File: src/rtl/ofm_word_packer_if.sv
// ============================================================================
// Module   : ofm_word_packer_if
// Purpose  : Pixel-stream and OFM write-side signal bundle for ofm_word_packer.
// Revision : 1.0 - initial release
// ============================================================================
`default_nettype none

interface ofm_word_packer_if #(
  parameter int DATA_WIDTH = 16,
  parameter int AXI_WIDTH  = 256
);
  logic                  pix_valid;
  logic [DATA_WIDTH-1:0] pix_data;
  logic                  pix_last;
  logic                  pix_ready;
  logic                  fifo_full;
  logic [AXI_WIDTH-1:0]  WDATA_OUT;
  logic                  write;

  modport master (
    output pix_valid, pix_data, pix_last, fifo_full,
    input  pix_ready, WDATA_OUT, write
  );

  modport slave (
    input  pix_valid, pix_data, pix_last, fifo_full,
    output pix_ready, WDATA_OUT, write
  );
endinterface

`default_nettype wire

File: src/rtl/ofm_word_packer.sv
// ============================================================================
// Module   : ofm_word_packer
// Purpose  : Packs 16-bit OFM pixels into AXI-width words, flushes a
//            zero-padded partial word at layer end and pulses layer_done.
//            Optional macro OFM_PACKER_RELU_EN clamps negative pixels to 0.
// Revision : 1.0 - initial release
// ============================================================================
`default_nettype none

module ofm_word_packer #(
  parameter int DATA_WIDTH = 16,
  parameter int AXI_WIDTH  = 256,
  parameter int CNT_WIDTH  = 20
) (
  input  wire logic                 ACLK,
  input  wire logic                 ARESET,
  ofm_word_packer_if.slave          bus,
  output logic [CNT_WIDTH-1:0]      words_written,
  output logic                      layer_done,
  output logic                      busy
);

  localparam int c_LANES  = AXI_WIDTH / DATA_WIDTH;
  localparam int c_LANE_W = (c_LANES > 1) ? $clog2(c_LANES) : 1;
  localparam logic [c_LANE_W-1:0] c_LAST_LANE = c_LANE_W'(c_LANES - 1);

  typedef enum logic [1:0] {
    S_FILL = 2'd0,
    S_EMIT = 2'd1,
    S_DONE = 2'd2
  } state_t;

  state_t                r_state;
  logic [c_LANE_W-1:0]   r_lane;
  logic [AXI_WIDTH-1:0]  r_word;
  logic                  r_last_flag;
  logic [CNT_WIDTH-1:0]  r_words_written;
  logic                  r_pix_ready;
  logic                  r_layer_done;
  logic                  r_clr_count;

  logic                  w_accept;
  logic                  w_write;
  logic [DATA_WIDTH-1:0] w_pix_store;

  assign w_accept = bus.pix_valid && r_pix_ready;
  assign w_write  = (r_state == S_EMIT) && !bus.fifo_full;

`ifdef OFM_PACKER_RELU_EN
  assign w_pix_store = bus.pix_data[DATA_WIDTH-1] ? '0 : bus.pix_data;
`else
  assign w_pix_store = bus.pix_data;
`endif

  // r_clr_count defers the counter clear to the next layer's first pixel so
  // the final count stays visible after layer_done.
  always_ff @(posedge ACLK or posedge ARESET) begin
    if (ARESET) begin
      r_state         <= S_FILL;
      r_lane          <= '0;
      r_word          <= '0;
      r_last_flag     <= 1'b0;
      r_words_written <= '0;
      r_pix_ready     <= 1'b0;
      r_layer_done    <= 1'b0;
      r_clr_count     <= 1'b0;
    end else begin
      r_layer_done <= 1'b0;
      case (r_state)
        S_FILL: begin
          r_pix_ready <= 1'b1;
          if (w_accept) begin
            r_word[r_lane*DATA_WIDTH +: DATA_WIDTH] <= w_pix_store;
            if (r_clr_count) begin
              r_words_written <= '0;
              r_clr_count     <= 1'b0;
            end
            if ((r_lane == c_LAST_LANE) || bus.pix_last) begin
              r_state     <= S_EMIT;
              r_lane      <= '0;
              r_last_flag <= bus.pix_last;
              r_pix_ready <= 1'b0;
            end else begin
              r_lane <= r_lane + c_LANE_W'(1);
            end
          end
        end

        S_EMIT: begin
          if (w_write) begin
            r_words_written <= r_words_written + CNT_WIDTH'(1);
            r_word          <= '0;
            if (r_last_flag) begin
              r_state      <= S_DONE;
              r_layer_done <= 1'b1;
            end else begin
              r_state     <= S_FILL;
              r_pix_ready <= 1'b1;
            end
          end
        end

        S_DONE: begin
          r_last_flag <= 1'b0;
          r_clr_count <= 1'b1;
          r_state     <= S_FILL;
          r_pix_ready <= 1'b1;
        end

        default: begin
          r_state     <= S_FILL;
          r_lane      <= '0;
          r_last_flag <= 1'b0;
          r_pix_ready <= 1'b0;
        end
      endcase
    end
  end

  assign bus.pix_ready  = r_pix_ready;
  assign bus.WDATA_OUT  = r_word;
  assign bus.write      = w_write;
  assign words_written  = r_words_written;
  assign layer_done     = r_layer_done;
  assign busy           = (r_lane != '0) || (r_state != S_FILL);

endmodule

`default_nettype wire

File: src/flat_wrapper.sv
// flat-port wrapper written by rule: the top's interface ports become plain ports
module ofm_word_packer_flat 
#(
  parameter int DATA_WIDTH = 16,
  parameter int AXI_WIDTH  = 256,
  parameter int CNT_WIDTH  = 20
)
  (ACLK, ARESET, words_written, layer_done, busy, bus_pix_valid, bus_pix_data, bus_pix_last, bus_fifo_full, bus_pix_ready, bus_WDATA_OUT, bus_write);
  ofm_word_packer_if #(.DATA_WIDTH(DATA_WIDTH), .AXI_WIDTH(AXI_WIDTH)) bus_i ();
  input  wire logic ACLK;
  input  wire logic ARESET;
  output logic [CNT_WIDTH-1:0] words_written;
  output logic layer_done;
  output logic busy;
  input wire logic [$bits(bus_i.pix_valid)-1:0] bus_pix_valid;
  input wire logic [$bits(bus_i.pix_data)-1:0] bus_pix_data;
  input wire logic [$bits(bus_i.pix_last)-1:0] bus_pix_last;
  input wire logic [$bits(bus_i.fifo_full)-1:0] bus_fifo_full;
  output wire logic [$bits(bus_i.pix_ready)-1:0] bus_pix_ready;
  output wire logic [$bits(bus_i.WDATA_OUT)-1:0] bus_WDATA_OUT;
  output wire logic [$bits(bus_i.write)-1:0] bus_write;
  assign bus_i.pix_valid = bus_pix_valid;
  assign bus_i.pix_data = bus_pix_data;
  assign bus_i.pix_last = bus_pix_last;
  assign bus_i.fifo_full = bus_fifo_full;
  assign bus_pix_ready = bus_i.pix_ready;
  assign bus_WDATA_OUT = bus_i.WDATA_OUT;
  assign bus_write = bus_i.write;
  ofm_word_packer #(.DATA_WIDTH(DATA_WIDTH), .AXI_WIDTH(AXI_WIDTH), .CNT_WIDTH(CNT_WIDTH)) u_core (.ACLK(ACLK), .ARESET(ARESET), .bus(bus_i), .words_written(words_written), .layer_done(layer_done), .busy(busy));
endmodule
File: config.mk
export PLATFORM = sky130hd
export DESIGN_NAME = ofm_word_packer_flat
export DESIGN_NICKNAME = d
export VERILOG_FILES = /design/src/rtl/ofm_word_packer_if.sv /design/src/rtl/ofm_word_packer.sv /design/src/flat_wrapper.sv
export SDC_FILE = /design/constraint.sdc
export NUM_CORES = 1
export LEC_CHECK = 0
export BUFFER_PORTS_ARGS = -buffer_cell sky130_fd_sc_hd__buf_2
export CORE_UTILIZATION = 32
export DETAILED_ROUTE_END_ITERATION = 8
export PLACE_DENSITY = 0.57
export SLEW_MARGIN = 20
export SYNTH_ARGS = -nofsm -noshare
export SYNTH_HDL_FRONTEND = slang
export SYNTH_SLANG_ARGS = --single-unit
File: constraint.sdc
create_clock -name ACLK -period 9.4 [get_ports ACLK]
set_input_delay 0.94 -clock ACLK [delete_from_list [all_inputs] [get_ports ACLK]]
set_output_delay 0.94 -clock ACLK [all_outputs]
set_load 0.1 [all_outputs]
==> results of run 1 <==
==> state kept, by name (all words and copies together), names as in the netlist <==
register	flops
u_core.bus.WDATA_OUT	256
u_core.bus.pix_ready	1
u_core.layer_done	1
u_core.r_clr_count	1
u_core.r_lane	4
u_core.r_last_flag	1
u_core.r_state	2
u_core.words_written	20
==> report_power, final <==
part | internal [W] | switching, W | total (W) | leakage, nW
sequential | 0.00151 | 0.000230 | 0.00174 | 3.59
combinational | 0.000698 | 0.00307 | 0.00377 | 3.17
clock | 0.000838 | 0.000551 | 0.00139 | 0.576
total | 0.00305 | 0.00385 | 0.00689 | 7.34
==> worst max-delay path by stage <==
stage                                 from                        end  slack (ns)  depth (start not counted)
final                     u_core.r_lane[0]   u_core.bus.WDATA_OUT[35]        5.28                          7
after global routing      u_core.r_lane[0]   u_core.bus.WDATA_OUT[40]        5.09                          7
after CTS                 u_core.r_lane[0]  u_core.bus.WDATA_OUT[164]        5.42                          7
after detailed placement  u_core.r_lane[0]  u_core.bus.WDATA_OUT[175]        5.43                          7
after global placement    u_core.r_lane[0]   u_core.bus.WDATA_OUT[41]        5.62                          7
after floorplan                     ARESET    u_core.bus.WDATA_OUT[0]        0.57                          1
==> cell families (layout without fill, tap and decap cells) <==
group,after synthesis,in the layout,synth area share (%)
buffers and inverters,165,436,4.96
xor gates and xnor gates,2,2,0.189
AOI/OAI and AO/OA,330,330,18.2
DFF,286,286,54.0
muxes,5,5,0.387
adders and majority gates,8,8,0.756
and+or+nand+nor,549,549,21.4
==> worst register-to-register path: stages, from the launching register on <==
cell and delay [ns]:
dfrtp_1 0.32, buf_4 0.50, inv_1 0.22, ha_1 0.36
xnor2_1 0.59, nand3_1 0.70, nor3_2 1.03, o22ai_1 0.22
==> through the flow <==
stage	util (%)	worst slack [ns]	hold slack (ns)	power (W)
after floorplan	-	0.568	0.510	0.00473
after global placement	37.3	5.62	0.469	0.00546
after detailed placement	37.3	5.43	0.469	0.00552
after CTS	40.2	5.42	0.487	0.00692
after global routing	40.3	5.09	0.499	0.00724
final	40.3	5.28	0.483	0.00689
==> routing by layer <==
layer	track usage, %	vias up	wire [um]
met1	32.6	6111	21600
met3	5.50	93	3380
met2	34.6	446	22700
met5	0	-	0
met4	9.50	0	1700
li1	-	5518	-
==> area by class of cell <==
cell class / instances / area share (%)
clock buffers: 52 / 6.21
clock inverters: 11 / 0.906
inverters: 45 / 1.07
multi-input cells: 894 / 33.7
flip-flops and latches: 286 / 43.5
well taps: 532 / 4.05
repair buffers: 328 / 10.5
==> cell usage after synthesis, types with 3 or more instances <==
master     number  share of area (%)
dfrtp_1       286                 54
and2_1         19               0.90
nor4_1          5               0.24
nor2_1         10               0.28
nand2_1       194                5.5
nor3_2          4               0.30
o2bb2ai_1      32                2.1
clkbuf_1       84                2.4
a21oi_1        22               0.83
buf_1           8               0.23
a22o_1         50                3.3
o21ai_1         4               0.15
o31ai_1         9               0.51
and3_1          5               0.24
ha_1            8               0.76
mux2i_1         4               0.30
buf_2          26               0.98
nor2b_1         5               0.24
or4_1           9               0.51
nor3_1          5               0.19
a21o_1          3               0.17
or3_1           6               0.28
nand4_1        85                4.0
nand2b_1       10               0.47
inv_1          43                1.2
o211ai_1      113                6.4
nor3b_1        17               0.96
o22ai_1        66                3.1
nand3_1       160                6.0
o21ai_0        13               0.49
==> run metrics, run 1 <==
worst slew pin tran=1.14 ns; setup TNS=0 ns; area grow syn2layout=24.1%; CTS tree=built; die width=205 um; worst hold endpoint=u_core.bus.WDATA_OUT[181]; outcome=completed; final slew viol count=0; DR WL/cell=23.0 um; Starting Density=32.4%; via count of the routed design=12200; Residual DRC=0; post-DP HPWL=32300 um; Worst Path Arrival=4.49 ns; Skew-Pair Late Insertion Delay=0.55 ns; commonest non-fill, non-tap cell in the layout=buf_2; CP max stage cell=nor3_2; HP Start=u_core.bus.WDATA_OUT[181]; vias in the first global route=11600; Core Region=0.0408 mm2; most frequent cells in the layout=buf_2 (300), dfrtp_1 (286), nand2_1 (193), nand3_1 (159), o211ai_1 (113); die height=205 um; Post-Place Cells=2085; worst-path fanout max=57; Hold Fails Final Rpt=0; worst vdd ir=420 uV; syn_area_per_cell=9.85 um2; CP Data Required Time=9.77 ns; Detailed Route WL=49300 um; number of DRC markers in iteration 0=1098; maximum root-to-sink buffer count=3; first-pass GRT wire length=74300 um; P_leak=7.34 nW; Rel. slew slack=23.5%; clock root cell=clkbuf_16; io pins=301; Hold-fix buffers, CTS=0; Final Setup Violations=0; Mapped Nets=1374; initial antenna violation count=0; Seq/Total Area, Yosys=54.0%; highest cell delay on the worst timing path=1.03 ns; crit path capture type=flip-flop; Hold Path Cell Cnt=1; Placer Congestion=0.866; FF/Latch Area=0.00716 mm2; minimum clock period=4.12 ns; row count=74; Max-Cap Viols=0; drt pass-1 iters=5; remaining antenna violation count=0; Netlist cell types=65; Placed Area=0.0152 mm2; Post-CTS Resized=0; multi-input logic area=0.00555 mm2; Post-Syn Area=0.0132 mm2; reg-to-reg endpoint=u_core.bus.WDATA_OUT[35]; Hold WC Path Type=reg -> reg; fin nets=1619; R2R Setup Slk=5.28 ns; GRT overflow=0; final instance area=0.0164 mm2; die area=0.0422 mm2; GRT Resource Usage Total=23.3%; CTS Sinks=286; period utilisation layout=43.8%; Max Fclk=243 MHz; TritonCTS Buffers=35; Worst Reg-to-Reg Cells=7; # fillers=4047; Async S/R FF share, synth=100%; CP Launch Type=flip-flop; Yosys reg bits=286; buffers and inverters on the worst path=2; Final Skew=0.0142 ns; Power Density=419 mW/mm2; largest net degree at the start of global routing=174; worst r2r src=u_core.r_lane[0]; Cell Chain, Critical Path=buf_4 > inv_1 > ha_1 > xnor2_1 > nand3_1 > nor3_2 > o22ai_1; RSZ-0062 raised after global routing=false; Crit Path Class=reg -> reg; Antenna Cells=0; Synth Flop Type=dfrtp_1; CP delay by family, top=simple AND/OR/NAND/NOR gates; Cells after Synth=1345; Synthesis Warnings=0; share of layout cells above drive strength 1=25.9%; Post-Layout Cell Count=2148; clk slew on worst S/H paths=0.06 ns; IO Port Bufs=300; EDFF count, synth=0; vias per cell=5.66; Setup Buffers After CTS=0; depth of the CTS H-tree=2
(Power assumes the default switching activity.)
==> run 2, diff against run 1 <==
--- a/config.mk
+++ b/config.mk
@@ -8,7 +8,7 @@
 export BUFFER_PORTS_ARGS = -buffer_cell sky130_fd_sc_hd__buf_2
 export CORE_UTILIZATION = 32
 export DETAILED_ROUTE_END_ITERATION = 8
-export PLACE_DENSITY = 0.57
+export PLACE_DENSITY = 0.55
 export SLEW_MARGIN = 20
 export SYNTH_ARGS = -nofsm -noshare
 export SYNTH_HDL_FRONTEND = slang
==> constraint.sdc (replaced) <==
create_clock -name ACLK -period 4.3 [get_ports ACLK]
set_input_delay 0.43 -clock ACLK [delete_from_list [all_inputs] [get_ports ACLK]]
set_output_delay 0.43 -clock ACLK [all_outputs]
set_load 0.1 [all_outputs]
==> run 2 against run 1 <==
Critical path depth decreased by 1; register-to-register slack got worse by 4.3 ns; hold slack got worse by 0.42 ns; first-iteration DRC count increased by 6.0%; power increased by 120%; maximum frequency increased by 24%; clock power increased by 110%; critical endpoint is now u_core.bus.WDATA_OUT[164]; critical path type unchanged; sequential share of layout area decreased by 0.14 points; largest power group unchanged; largest cell class unchanged; die area unchanged; highest routed layer unchanged.
==> run metrics, run 2 (synthesized netlist as in run 1, its figures left out) <==
final slew viol count=0; Crit Path Class=reg -> reg; Placed Area=0.0154 mm2; buffers and inverters on the worst path=1; depth of the CTS H-tree=2; # fillers=4029; Max Fclk=301 MHz; remaining antenna violation count=0; largest net degree at the start of global routing=115; GRT overflow=0; initial antenna violation count=0; Final Setup Violations=0; Final Skew=0.0170 ns; combinational share of power=55.2%; setup TNS=0 ns; worst slew pin tran=1.12 ns; first-pass GRT wire length=74800 um; Hold Fails Final Rpt=0; CP max stage cell=or3_1; minimum clock period=3.33 ns; worst-path fanout max=56; via count of the routed design=12200; period utilisation layout=77.4%; R2R Setup Slk=0.97 ns; maximum root-to-sink buffer count=3; multi-input logic area=0.00553 mm2; Cell Chain, Critical Path=buf_4 > nor3_1 > ha_1 > or3_1 > nor3_4 > o22ai_1; io pins=301; Residual DRC=0; Hold-fix buffers, CTS=0; post-DP HPWL=32100 um; Max-Cap Viols=0; Detailed Route WL=49700 um; CP delay by family, top=simple AND/OR/NAND/NOR gates; fin nets=1628; reg-to-reg endpoint=u_core.bus.WDATA_OUT[164]; Hold WC Path Type=in -> async; total power=0.0150 W; CTS Sinks=286; Seq pwr share=25.2%; die area=0.0422 mm2; area grow syn2layout=24.5%; number of DRC markers in iteration 0=1164; row count=74; TritonCTS Buffers=35; FF/Latch Area=0.00716 mm2; commonest non-fill, non-tap cell in the layout=buf_2; clock root cell=clkbuf_16; DR WL/cell=23.1 um; highest cell delay on the worst timing path=0.76 ns; drt pass-1 iters=5; worst vdd ir=812 uV; die width=205 um; CTS tree=built; worst r2r src=u_core.r_lane[0]; Rel. slew slack=25.5%; RSZ-0062 raised after global routing=false; most frequent cells in the layout=buf_2 (300), dfrtp_1 (286), nand2_1 (193), nand3_1 (160), o211ai_1 (113); Worst Path Arrival=3.73 ns; Skew-Pair Late Insertion Delay=0.56 ns; crit path capture type=flip-flop; Antenna Cells=0; Internal=0.00658 W; share of layout cells above drive strength 1=26.2%; Post-CTS Resized=0; critical path depth in cells=6; CP Data Required Time=4.70 ns; max reg flops=256; GRT Resource Usage Total=23.3%; IO Port Bufs=300; vias per cell=5.66; Setup Buffers After CTS=0; final instance area=0.0165 mm2; P_leak=7.37 nW; Net Sw Power=0.00843 W; Power Density=910 mW/mm2; Placer Congestion=0.845; Starting Density=32.4%; outcome=completed; Core Region=0.0408 mm2; vias in the first global route=11600; Worst Reg-to-Reg Cells=6; die height=205 um; clk slew on worst S/H paths=0.06 ns; Switching Fraction=56.2%; CP Launch Type=flip-flop; clock power share=19.6%
## run 2: cell count changes in the layout (fill, tap and decap cells not counted), moves of 2 or more
cell / before / now
buf_4: 27 / 32
bufinv_16: 3 / 1
inv_16: 0 / 2
nor3_4: 3 / 1
nor3_2: 4 / 6
clkbuf_8: 6 / 8
clkbuf_1: 10 / 8
buf_12: 1 / 5
## run 2: layout make-up
class / count / share of cell area, %
clock buffer: 51 / 6.16
clock inverter: 9 / 0.652
inverter: 45 / 1.05
multi-input combinational: 894 / 33.5
sequential: 286 / 43.4
tap: 532 / 4.04
timing repair buffer: 337 / 11.2
## run 2: how the worst max path moves through the flow
stage | startpoint | end | slack (ns)
after floorplan | ARESET | u_core.bus.WDATA_OUT[0] | 0.08
after global placement | u_core.r_lane[0] | u_core.bus.WDATA_OUT[165] | 1.12
after detailed placement | u_core.r_lane[0] | u_core.bus.WDATA_OUT[165] | 1.02
after CTS | u_core.r_lane[0] | u_core.bus.WDATA_OUT[172] | 1.02
after global routing | u_core.r_lane[0] | u_core.bus.WDATA_OUT[165] | 0.78
final | u_core.r_lane[0] | u_core.bus.WDATA_OUT[164] | 0.97
## run 2: power by group through the flow
stage / sequential, W / clock, W / combinational, W
2_1_floorplan: 0.00758 / 0 / 0.00276
3_3_place_gp: 0.00380 / 0 / 0.00820
3_5_place_dp: 0.00381 / 0 / 0.00829
4_1_cts: 0.00378 / 0.00301 / 0.00830
5_1_grt: 0.00386 / 0.00312 / 0.00877
6_report: 0.00378 / 0.00294 / 0.00829
## run 2: worst register-to-register path, cell delays in order (launching register included)
cell and delay [ns]:
dfrtp_1 0.34, buf_4 0.51, nor3_1 0.17, ha_1 0.48
or3_1 0.77, nor3_4 0.72, o22ai_1 0.20
## run 2: through the flow
stage / cells / utilization, % / setup WS, ns / hold WS [ns]
after floorplan: 1345 / - / 0.0788 / 0.510
after global placement: 2094 / 37.5 / 1.12 / 0.469
after detailed placement: 2094 / 37.6 / 1.02 / 0.468
after CTS: 2154 / 40.4 / 1.02 / 0.0642
after global routing: 2154 / 40.4 / 0.784 / 0.123
final: 2154 / 40.4 / 0.973 / 0.0649
## run 2: metal layers
| metal | up-vias | global-route usage, % | wire length (um) |
|---|---|---|---|
| met5 | - | 0 | 0 |
| met2 | 491 | 35.9 | 23200 |
| met1 | 6087 | 32.3 | 21400 |
| met3 | 82 | 4.97 | 3730 |
| met4 | 0 | 8.31 | 1400 |
| li1 | 5522 | - | - |
